### config.mk
export PLATFORM = sky130hd
export DESIGN_NAME = bf16_mac_seq_flat
export DESIGN_NICKNAME = d
export VERILOG_FILES = /design/src/rtl/bf16_mac_seq_if.sv /design/src/rtl/bf16_mac_seq.sv /design/src/flat_wrapper.sv
export SDC_FILE = /design/constraint.sdc
export NUM_CORES = 1
export LEC_CHECK = 0
export ABC_CLOCK_PERIOD_IN_PS = 2000
export BUFFER_PORTS_ARGS = -buffer_cell sky130_fd_sc_hd__buf_4
export CORE_MARGIN = 4
export CORE_UTILIZATION = 45
export DETAILED_ROUTE_END_ITERATION = 10
export PLACE_DENSITY_LB_ADDON = 0.1
export RECOVER_POWER = 100
export SYNTH_ARGS = -nofsm -noshare
export SYNTH_HDL_FRONTEND = slang
export SYNTH_SLANG_ARGS = --single-unit
### constraint.sdc
create_clock -name clk_i -period 2 [get_ports clk_i]
set_clock_uncertainty 0.15 [all_clocks]
set_input_delay 0.2 -clock clk_i [delete_from_list [all_inputs] [get_ports clk_i]]
set_output_delay 0.2 -clock clk_i [all_outputs]
set_load 0.05 [all_outputs]
### src/rtl/bf16_mac_seq_if.sv
// Port bundle for the bf16 dot-product sequencer.
// Signal names are given from the sequencer's point of view.
// The "slave" modport is the sequencer's side. The "master" modport is
// the environment's side, which covers both the operand front end and
// the combinational FPU.
interface bf16_mac_seq_if #(
  parameter int DATA_WIDTH = 16,
  parameter int MODE_WIDTH = 2,
  parameter int CNT_WIDTH  = 8
);

  // Operand stream
  logic                  in_valid_i;
  logic                  in_ready_o;
  logic [DATA_WIDTH-1:0] a_i;
  logic [DATA_WIDTH-1:0] b_i;
  logic                  last_i;

  // Result stream
  logic                  res_valid_o;
  logic                  res_ready_i;
  logic [DATA_WIDTH-1:0] res_o;
  logic                  ovf_o;
  logic [CNT_WIDTH-1:0]  cnt_o;

  // FPU port set (the FPU answers combinationally in the same cycle)
  logic [MODE_WIDTH-1:0] fpu_op_o;
  logic [DATA_WIDTH-1:0] fpu_in1_o;
  logic [DATA_WIDTH-1:0] fpu_in2_o;
  logic [DATA_WIDTH-1:0] fpu_out_i;
  logic                  fpu_ovf_i;

  modport slave (
    input  in_valid_i, a_i, b_i, last_i, res_ready_i, fpu_out_i, fpu_ovf_i,
    output in_ready_o, res_valid_o, res_o, ovf_o, cnt_o,
           fpu_op_o, fpu_in1_o, fpu_in2_o
  );

  modport master (
    output in_valid_i, a_i, b_i, last_i, res_ready_i, fpu_out_i, fpu_ovf_i,
    input  in_ready_o, res_valid_o, res_o, ovf_o, cnt_o,
           fpu_op_o, fpu_in1_o, fpu_in2_o
  );

endinterface

### src/rtl/bf16_mac_seq.sv
// bf16 dot-product sequencer.
// For each accepted operand pair it drives one MUL and then one ADD
// onto a shared combinational FPU, and accumulates the result into a
// running sum. When the pair tagged "last" has been added, it presents
// the sum, a sticky overflow flag and a saturating pair count, and holds
// them until the consumer accepts the result.
module bf16_mac_seq #(
  parameter int                    DATA_WIDTH = 16,
  parameter int                    MODE_WIDTH = 2,
  parameter logic [MODE_WIDTH-1:0] OP_ADD     = 2'd0,
  parameter logic [MODE_WIDTH-1:0] OP_MUL     = 2'd1,
  parameter int                    CNT_WIDTH  = 8
) (
  input  logic          clk_i,
  input  logic          rst_i,
  bf16_mac_seq_if.slave bus
);

  typedef enum logic [1:0] {
    S_IDLE = 2'd0,
    S_MUL  = 2'd1,
    S_ADD  = 2'd2,
    S_DONE = 2'd3
  } state_t;

  state_t state;
  state_t next_state;

  // Captured operand pair
  logic [DATA_WIDTH-1:0] a_reg;
  logic [DATA_WIDTH-1:0] b_reg;
  logic                  last_reg;

  // Accumulation state for the current job
  logic [DATA_WIDTH-1:0] prod;
  logic [DATA_WIDTH-1:0] acc;
  logic                  ovf;
  logic [CNT_WIDTH-1:0]  cnt;
  logic                  job_open;

  // Combinational outputs produced by the FSM
  logic                  in_ready;
  logic                  res_valid;
  logic [MODE_WIDTH-1:0] fpu_op;
  logic [DATA_WIDTH-1:0] fpu_in1;
  logic [DATA_WIDTH-1:0] fpu_in2;

  logic accept;

  // A pair is taken only while the sequencer is idle and ready
  assign accept = bus.in_valid_i && in_ready;

  // State register; a synchronous reset abandons any job in flight
  always_ff @(posedge clk_i) begin
    // NOTE: all clocked state uses non-blocking assignments so every
    // register samples its inputs from before the edge.
    if (rst_i) begin
      state <= S_IDLE;
    end else begin
      state <= next_state;
    end
  end

  // Next-state logic and the per-state FPU, handshake and result-valid drive
  always_comb begin
    // NOTE: every output is given a default first, so that no path
    // through the case statement leaves a signal unassigned and infers
    // a latch.
    next_state = state;
    in_ready   = 1'b0;
    res_valid  = 1'b0;
    fpu_op     = OP_ADD;
    fpu_in1    = '0;
    fpu_in2    = '0;

    unique case (state)
      S_IDLE: begin
        in_ready = 1'b1;
        if (bus.in_valid_i) begin
          next_state = S_MUL;
        end
      end

      S_MUL: begin
        fpu_op     = OP_MUL;
        fpu_in1    = a_reg;
        fpu_in2    = b_reg;
        next_state = S_ADD;
      end

      S_ADD: begin
        fpu_op     = OP_ADD;
        fpu_in1    = acc;
        fpu_in2    = prod;
        next_state = last_reg ? S_DONE : S_IDLE;
      end

      S_DONE: begin
        res_valid = 1'b1;
        if (bus.res_ready_i) begin
          next_state = S_IDLE;
        end
      end

      default: next_state = S_IDLE;
    endcase
  end

  // Operand capture, product/sum registration, sticky overflow and counter
  always_ff @(posedge clk_i) begin
    // NOTE: these are plain flops rather than a memory array, so every
    // one of them can be given a defined value on reset at no cost.
    if (rst_i) begin
      a_reg    <= '0;
      b_reg    <= '0;
      last_reg <= 1'b0;
      prod     <= '0;
      acc      <= '0;
      ovf      <= 1'b0;
      cnt      <= '0;
      job_open <= 1'b0;
    end else begin
      unique case (state)
        S_IDLE: begin
          if (accept) begin
            a_reg    <= bus.a_i;
            b_reg    <= bus.b_i;
            last_reg <= bus.last_i;
            // The first pair of a job starts a fresh sum. The previous
            // job's result stays visible until then.
            if (!job_open) begin
              acc      <= '0;
              ovf      <= 1'b0;
              cnt      <= '0;
              job_open <= 1'b1;
            end
          end
        end

        S_MUL: begin
          prod <= bus.fpu_out_i;
          ovf  <= ovf | bus.fpu_ovf_i;
        end

        S_ADD: begin
          acc <= bus.fpu_out_i;
          ovf <= ovf | bus.fpu_ovf_i;
          // The count saturates so that very long jobs never wrap to a
          // small value.
          if (cnt != {CNT_WIDTH{1'b1}}) begin
            cnt <= cnt + 1'b1;
          end
        end

        S_DONE: begin
          if (bus.res_ready_i) begin
            job_open <= 1'b0;
          end
        end

        default: ;
      endcase
    end
  end

  // Result fields mirror the internal registers. They are qualified by
  // res_valid_o.
  assign bus.in_ready_o  = in_ready;
  assign bus.res_valid_o = res_valid;
  assign bus.res_o       = acc;
  assign bus.ovf_o       = ovf;
  assign bus.cnt_o       = cnt;
  assign bus.fpu_op_o    = fpu_op;
  assign bus.fpu_in1_o   = fpu_in1;
  assign bus.fpu_in2_o   = fpu_in2;

endmodule

### src/flat_wrapper.sv
// flat-port wrapper written by rule: the top's interface ports become plain ports
module bf16_mac_seq_flat 
#(
  parameter int                    DATA_WIDTH = 16,
  parameter int                    MODE_WIDTH = 2,
  parameter logic [MODE_WIDTH-1:0] OP_ADD     = 2'd0,
  parameter logic [MODE_WIDTH-1:0] OP_MUL     = 2'd1,
  parameter int                    CNT_WIDTH  = 8
)
  (clk_i, rst_i, bus_in_valid_i, bus_a_i, bus_b_i, bus_last_i, bus_res_ready_i, bus_fpu_out_i, bus_fpu_ovf_i, bus_in_ready_o, bus_res_valid_o, bus_res_o, bus_ovf_o, bus_cnt_o, bus_fpu_op_o, bus_fpu_in1_o, bus_fpu_in2_o);
  bf16_mac_seq_if #(.DATA_WIDTH(DATA_WIDTH), .MODE_WIDTH(MODE_WIDTH), .CNT_WIDTH(CNT_WIDTH)) bus_i ();
  input  logic clk_i;
  input  logic rst_i;
  input wire logic [$bits(bus_i.in_valid_i)-1:0] bus_in_valid_i;
  input wire logic [$bits(bus_i.a_i)-1:0] bus_a_i;
  input wire logic [$bits(bus_i.b_i)-1:0] bus_b_i;
  input wire logic [$bits(bus_i.last_i)-1:0] bus_last_i;
  input wire logic [$bits(bus_i.res_ready_i)-1:0] bus_res_ready_i;
  input wire logic [$bits(bus_i.fpu_out_i)-1:0] bus_fpu_out_i;
  input wire logic [$bits(bus_i.fpu_ovf_i)-1:0] bus_fpu_ovf_i;
  output wire logic [$bits(bus_i.in_ready_o)-1:0] bus_in_ready_o;
  output wire logic [$bits(bus_i.res_valid_o)-1:0] bus_res_valid_o;
  output wire logic [$bits(bus_i.res_o)-1:0] bus_res_o;
  output wire logic [$bits(bus_i.ovf_o)-1:0] bus_ovf_o;
  output wire logic [$bits(bus_i.cnt_o)-1:0] bus_cnt_o;
  output wire logic [$bits(bus_i.fpu_op_o)-1:0] bus_fpu_op_o;
  output wire logic [$bits(bus_i.fpu_in1_o)-1:0] bus_fpu_in1_o;
  output wire logic [$bits(bus_i.fpu_in2_o)-1:0] bus_fpu_in2_o;
  assign bus_i.in_valid_i = bus_in_valid_i;
  assign bus_i.a_i = bus_a_i;
  assign bus_i.b_i = bus_b_i;
  assign bus_i.last_i = bus_last_i;
  assign bus_i.res_ready_i = bus_res_ready_i;
  assign bus_i.fpu_out_i = bus_fpu_out_i;
  assign bus_i.fpu_ovf_i = bus_fpu_ovf_i;
  assign bus_in_ready_o = bus_i.in_ready_o;
  assign bus_res_valid_o = bus_i.res_valid_o;
  assign bus_res_o = bus_i.res_o;
  assign bus_ovf_o = bus_i.ovf_o;
  assign bus_cnt_o = bus_i.cnt_o;
  assign bus_fpu_op_o = bus_i.fpu_op_o;
  assign bus_fpu_in1_o = bus_i.fpu_in1_o;
  assign bus_fpu_in2_o = bus_i.fpu_in2_o;
  bf16_mac_seq #(.DATA_WIDTH(DATA_WIDTH), .MODE_WIDTH(MODE_WIDTH), .OP_ADD(OP_ADD), .OP_MUL(OP_MUL), .CNT_WIDTH(CNT_WIDTH)) u_core (.clk_i(clk_i), .rst_i(rst_i), .bus(bus_i));
endmodule
# --- Yosys cells after proc, flatten, opt, wreduce, memory -nomap -nowiden ---
# Cells that the tools add are included.
word_totals:
  output_inout_bits: 61
  wordCells: 54
  regBits: 77
  input_bits: 54
op_classes:
  n_mux: 22
  n_addsub: 1
  reduce_logical: 12
  n_eq_ne: 9
  bitwise: 1
op_table:
  columns: ["cell", "n"]
  rows:
  - ["$pmux 16 s2", 3]
  - ["$mux 16", 2]
  - ["$mux 8", 3]
  - ["$pmux 8 s2", 1]
  - ["$reduce_and 3->1", 3]
  - ["$add 8x1->8 const B", 1]
  - ["$ne 8x8->1 const B", 1]
  - ["$pmux 2 s4", 1]
  - ["$mux 1", 7]
  - ["$mux 2", 3]
  - ["$ne 2x2->1 const B", 3]
  - ["$reduce_bool 2->1", 3]
  - ["$eq 2x2->1 const B", 2]
  - ["$ne 2x1->1 const B", 2]
  - ["$pmux 1 s2", 2]
  - ["$reduce_and 2->1", 2]
  - ["$reduce_and 4->1", 1]
  - ["$eq 2x1->1 const B", 1]
  - ["$logic_not 2->1", 1]
  - ["$reduce_or 2->1", 1]
  - ["$logic_and 1x1->1", 1]
  - ["$or 1x1->1", 1]

# --- Logic depth before layout (Yosys ltp) ---
depth:
  word_depth: 5
  depth_mapped: 8
  mapped_depth_nobuf: 6

# --- Worst setup path before layout ---
# No wires, ideal clock.
synth_timing:
  path_type: "register to output"
  from: "register u_core.state[0]"
  to: "output bus_fpu_in1_o[0]"
  required_ns: 1.650
  stages_incl_launch_ff: 6
  t_arrival_ns: 2.491
  slack_ns: -0.841
  path_cell_list: "dfxtp_1 ha_1 buf_1 clkbuf_1 a22oi_1 nor2_1"
synth_between:
  elab_chain_cells: 2
  elab_cells_between_ends: 3
  classes_between: "eq/ne (2); mux (1)"
synth_rtl:
  columns: ["item", "line", "text"]
  rows:
  - ["start, declared", "bf16_mac_seq.sv:26", "state_t state;"]
  - ["start signal, assigned", "bf16_mac_seq.sv:60", "state <= next_state;"]
  - ["$eq 2x2->1 or $eq 2x1->1 (tied branches)", "bf16_mac_seq.sv:76", "unique case (state)"]
  - ["$pmux 16 s2 (*)", "bf16_mac_seq.sv:76", null]
  - ["end, declared", "flat_wrapper.sv:27", "output wire logic [$bits(bus_i.fpu_in1_o)-1:0] bus_fpu_in1_o;"]
# Mark *: on every way between the ends. The rest lies on a longest branch, timed or not.

# --- Final worst setup path ---
layout_timing:
  from: "register u_core.state[0]"
  to: "output bus_fpu_in2_o[6]"
layout_between:
  elab_chain_cells: 2
  elab_cells_between_ends: 3
  classes_between: "eq/ne (2); mux (1)"
layout_rtl:
  columns: ["item", "line", "text"]
  rows:
  - ["$eq 2x2->1 or $eq 2x1->1 (tied branches)", "bf16_mac_seq.sv:76", null]
  - ["$pmux 16 s2 (*)", "bf16_mac_seq.sv:76", null]
  - ["end, declared", "flat_wrapper.sv:28", "output wire logic [$bits(bus_i.fpu_in2_o)-1:0] bus_fpu_in2_o;"]
# Marks and branches as above.

==> results.txt <==
status: completed
Seq/Total Area, Yosys: 0.453
clk_lat worst skew: 340 ps
TritonCTS Buffers: 9
Clock transition at path regs: 80 ps
Mean Syn Cell Area: 7.84 um^2
Post-DRT Antenna Nets: 0
crit path max fanout: 7
share of layout cells above drive strength 1: 0.367
post-synthesis simple-gate area fraction: 0.223
antenna violations before repair: 0
critical path required time: 1650 ps
global-route wire length before repair: 18.7 mm
Main synth FF type: dfxtp_1
synthesis warning total: 0
Die Wd: 95.0 um
flops & latches, synth: 77
I/O pin total: 115
I/O Buffers: 113
Synth Area in Adders: 0.0221
MaxCap Viol Count: 0
Core ar.: 7290 um^2
met2 GRT Util: 0.462
Max Freq: 0.501 GHz
Leak Pwr: 2.18 nW
antenna diode count: 0
placed inst area: 4730 um^2
multiplexer share of the synthesized area: 0.0533
area added between synthesis and finish: 74.4%
Synth Area in XOR/XNOR: 0
total power: 0.00572 W
Area contributors post-synth: dfxtp_1 45%, nand2_1 10%, a21oi_1 8.4%
Sink Count: 77
CP Data Arrival Time: 1650 ps
RSZ-0062 raised after global routing: true
DR pass1 iterations: 5
final hold vios: 0
vias: 3907
final setup vio count: 0
Nets: 664
syn nets: 494
cell count after synthesis: 434
Setup WS post-layout: 3.82 ps
Routed WL: 12.7 mm
largest net degree at the start of global routing: 55
cell area after layout: 5940 um^2
hpwl dp: 7.03 mm
Die ar.: 9020 um^2
mapped cell area: 3400 um^2
Setup TNS: 0 ps
Worst setup EP type: output port
Yosys cell types: 36
Hold Crit Class: in -> reg
startpoint types: register
largest family of logic cells by synthesized area: simple AND/OR/NAND/NOR gates
post-synth top area share: 0.453
post-synthesis compound-gate area fraction: 0.194
Post-synth EDFFs: 0
CTS H-tree depth: 3
CTS tree: built
effective utilization at floorplan: 0.467
kind of critical path: reg -> out
Via-to-Cell Ratio: 5.53
vias in the first global route: 3736
met3 Use GR: 0.0422
Max VDD drop: 0.000509 V
hold slack: 37.7 ps
Final Cycle Share: 0.998
grt ovf: 0
Slew Viols, Final: 0
DRC violations left: 0
Slew @ Worst Pin: 633 ps
Tot GR Track Use: 0.269
Place WS: 54.0 ps
routed len/inst: 18.0 um
gpl congestion: 0.783
busiest grt layer: met2
pwr dens: 963 nW/um^2
GR Util met1: 0.340
Clock Root Buffer: clkbuf_8
die height: 95.0 um
minimum clock period: 2000 ps
First DRT Iteration DRCs: 190
clk buf depth: 2
biggest area consumer among synthesized cells: dfxtp_1
Rel. slew slack: 0.580
Cell Rows: 31
Post-synth ARST share: 0
[final timing paths]
kind,startpoint,to,slack (ps),cells past startpoint
worst max-delay path,u_core.state[0],bus_fpu_in2_o[6],4,6
worst min register to register,u_core.a_reg[11],u_core.a_reg[11],320,2
worst min-delay path,bus_fpu_ovf_i,u_core.bus.ovf_o,40,3
worst max register to register,u_core.state[0],u_core.bus.cnt_o[3],20,6
[routing by layer]
| metal | wire length, um | share of wire |
|---|---|---|
| met1 | 5130 | 0.40 |
| met2 | 6430 | 0.51 |
| met3 | 876 | 0.069 |
| met4 | 282 | 0.022 |
| met5 | 0 | 0 |
[layout make-up]
type                    count  area (um^2)
clock buffers              10          149
clock inverters             5         82.6
fillers                   477         1350
inverters                   9         41.3
multi-input cells         312         2150
flip-flops and latches     77         1560
well taps                  99          124
repair buffers            195         1830
[synthesized netlist by cell type, types with 2 or more instances]
master    instances
a211oi_1          2
a21oi_1          57
a22oi_1          33
a311oi_1          3
a32o_1            2
buf_1             9
buf_2             2
clkbuf_1         23
dfxtp_1          77
ha_1              6
inv_1             9
mux2i_1          17
nand2_1          93
nand2b_1          2
nand3_1          20
nand4_1           3
nor2_1           50
nor3_1            3
nor4_1            2
o21ai_0           5
[what timing repair did]
action	in CTS	in global routing
setup buffers	5	4
pin swaps	2	11
endpoints found under the setup margin	32	33
hold buffers	50	0
gates cloned	2	4
hold endpoints to repair	64	0
resized for setup	62	22
[power breakdown]
group	total [W]	switching, W	internal [W]
Combinational	0.00253	0.00148	0.00105
Clock	0.00136	0.000582	0.000774
Sequential	0.00183	0.000132	0.00170
Total	0.00572	0.00219	0.00353
[through the flow]
stage	util	cells
2_1_floorplan	-	434
3_3_place_gp	0.648	627
3_5_place_dp	0.648	627
4_1_cts	0.799	699
5_1_grt	0.814	707
6_report	0.814	707
[cells by family after synthesis]
kind of cell | Yosys count
compound gates | 107
other cells | 1
flops | 77
fa+ha+maj | 6
buf+inv | 45
simple gates | 180
mux | 18
[critical path: stages (launching register included)]
cell and delay [ps]:
dfxtp_4 360, buf_12 120, ha_4 210, buf_4 190, a22oi_2 230, nor2_4 50
buf_6 150
[placed cells by master (no fill, tap or decap), types with 3 or more instances in the layout]
cell type      netlist  final
nand4_1              3      3
dfxtp_1             77     68
ha_4                 0      4
mux2i_1             17     16
buf_8                0      4
buf_6                1     32
clkbuf_8             0      9
dfxtp_2              0      5
a22oi_2              0     32
nor2_4               0     32
dlygate4sd3_1        0     50
nor3_1               3      3
buf_12               0      7
nand2_1             93     93
inv_1                9      6
buf_4                1     73
dfxtp_4              0      4
nand3_1             20     20
clkbuf_16            0      4
a21oi_1             57     57
o21ai_0              5      5
nor2_1              50     18
clkbuf_1            23     24
Note: power is estimated with default switching activity, not from simulation.
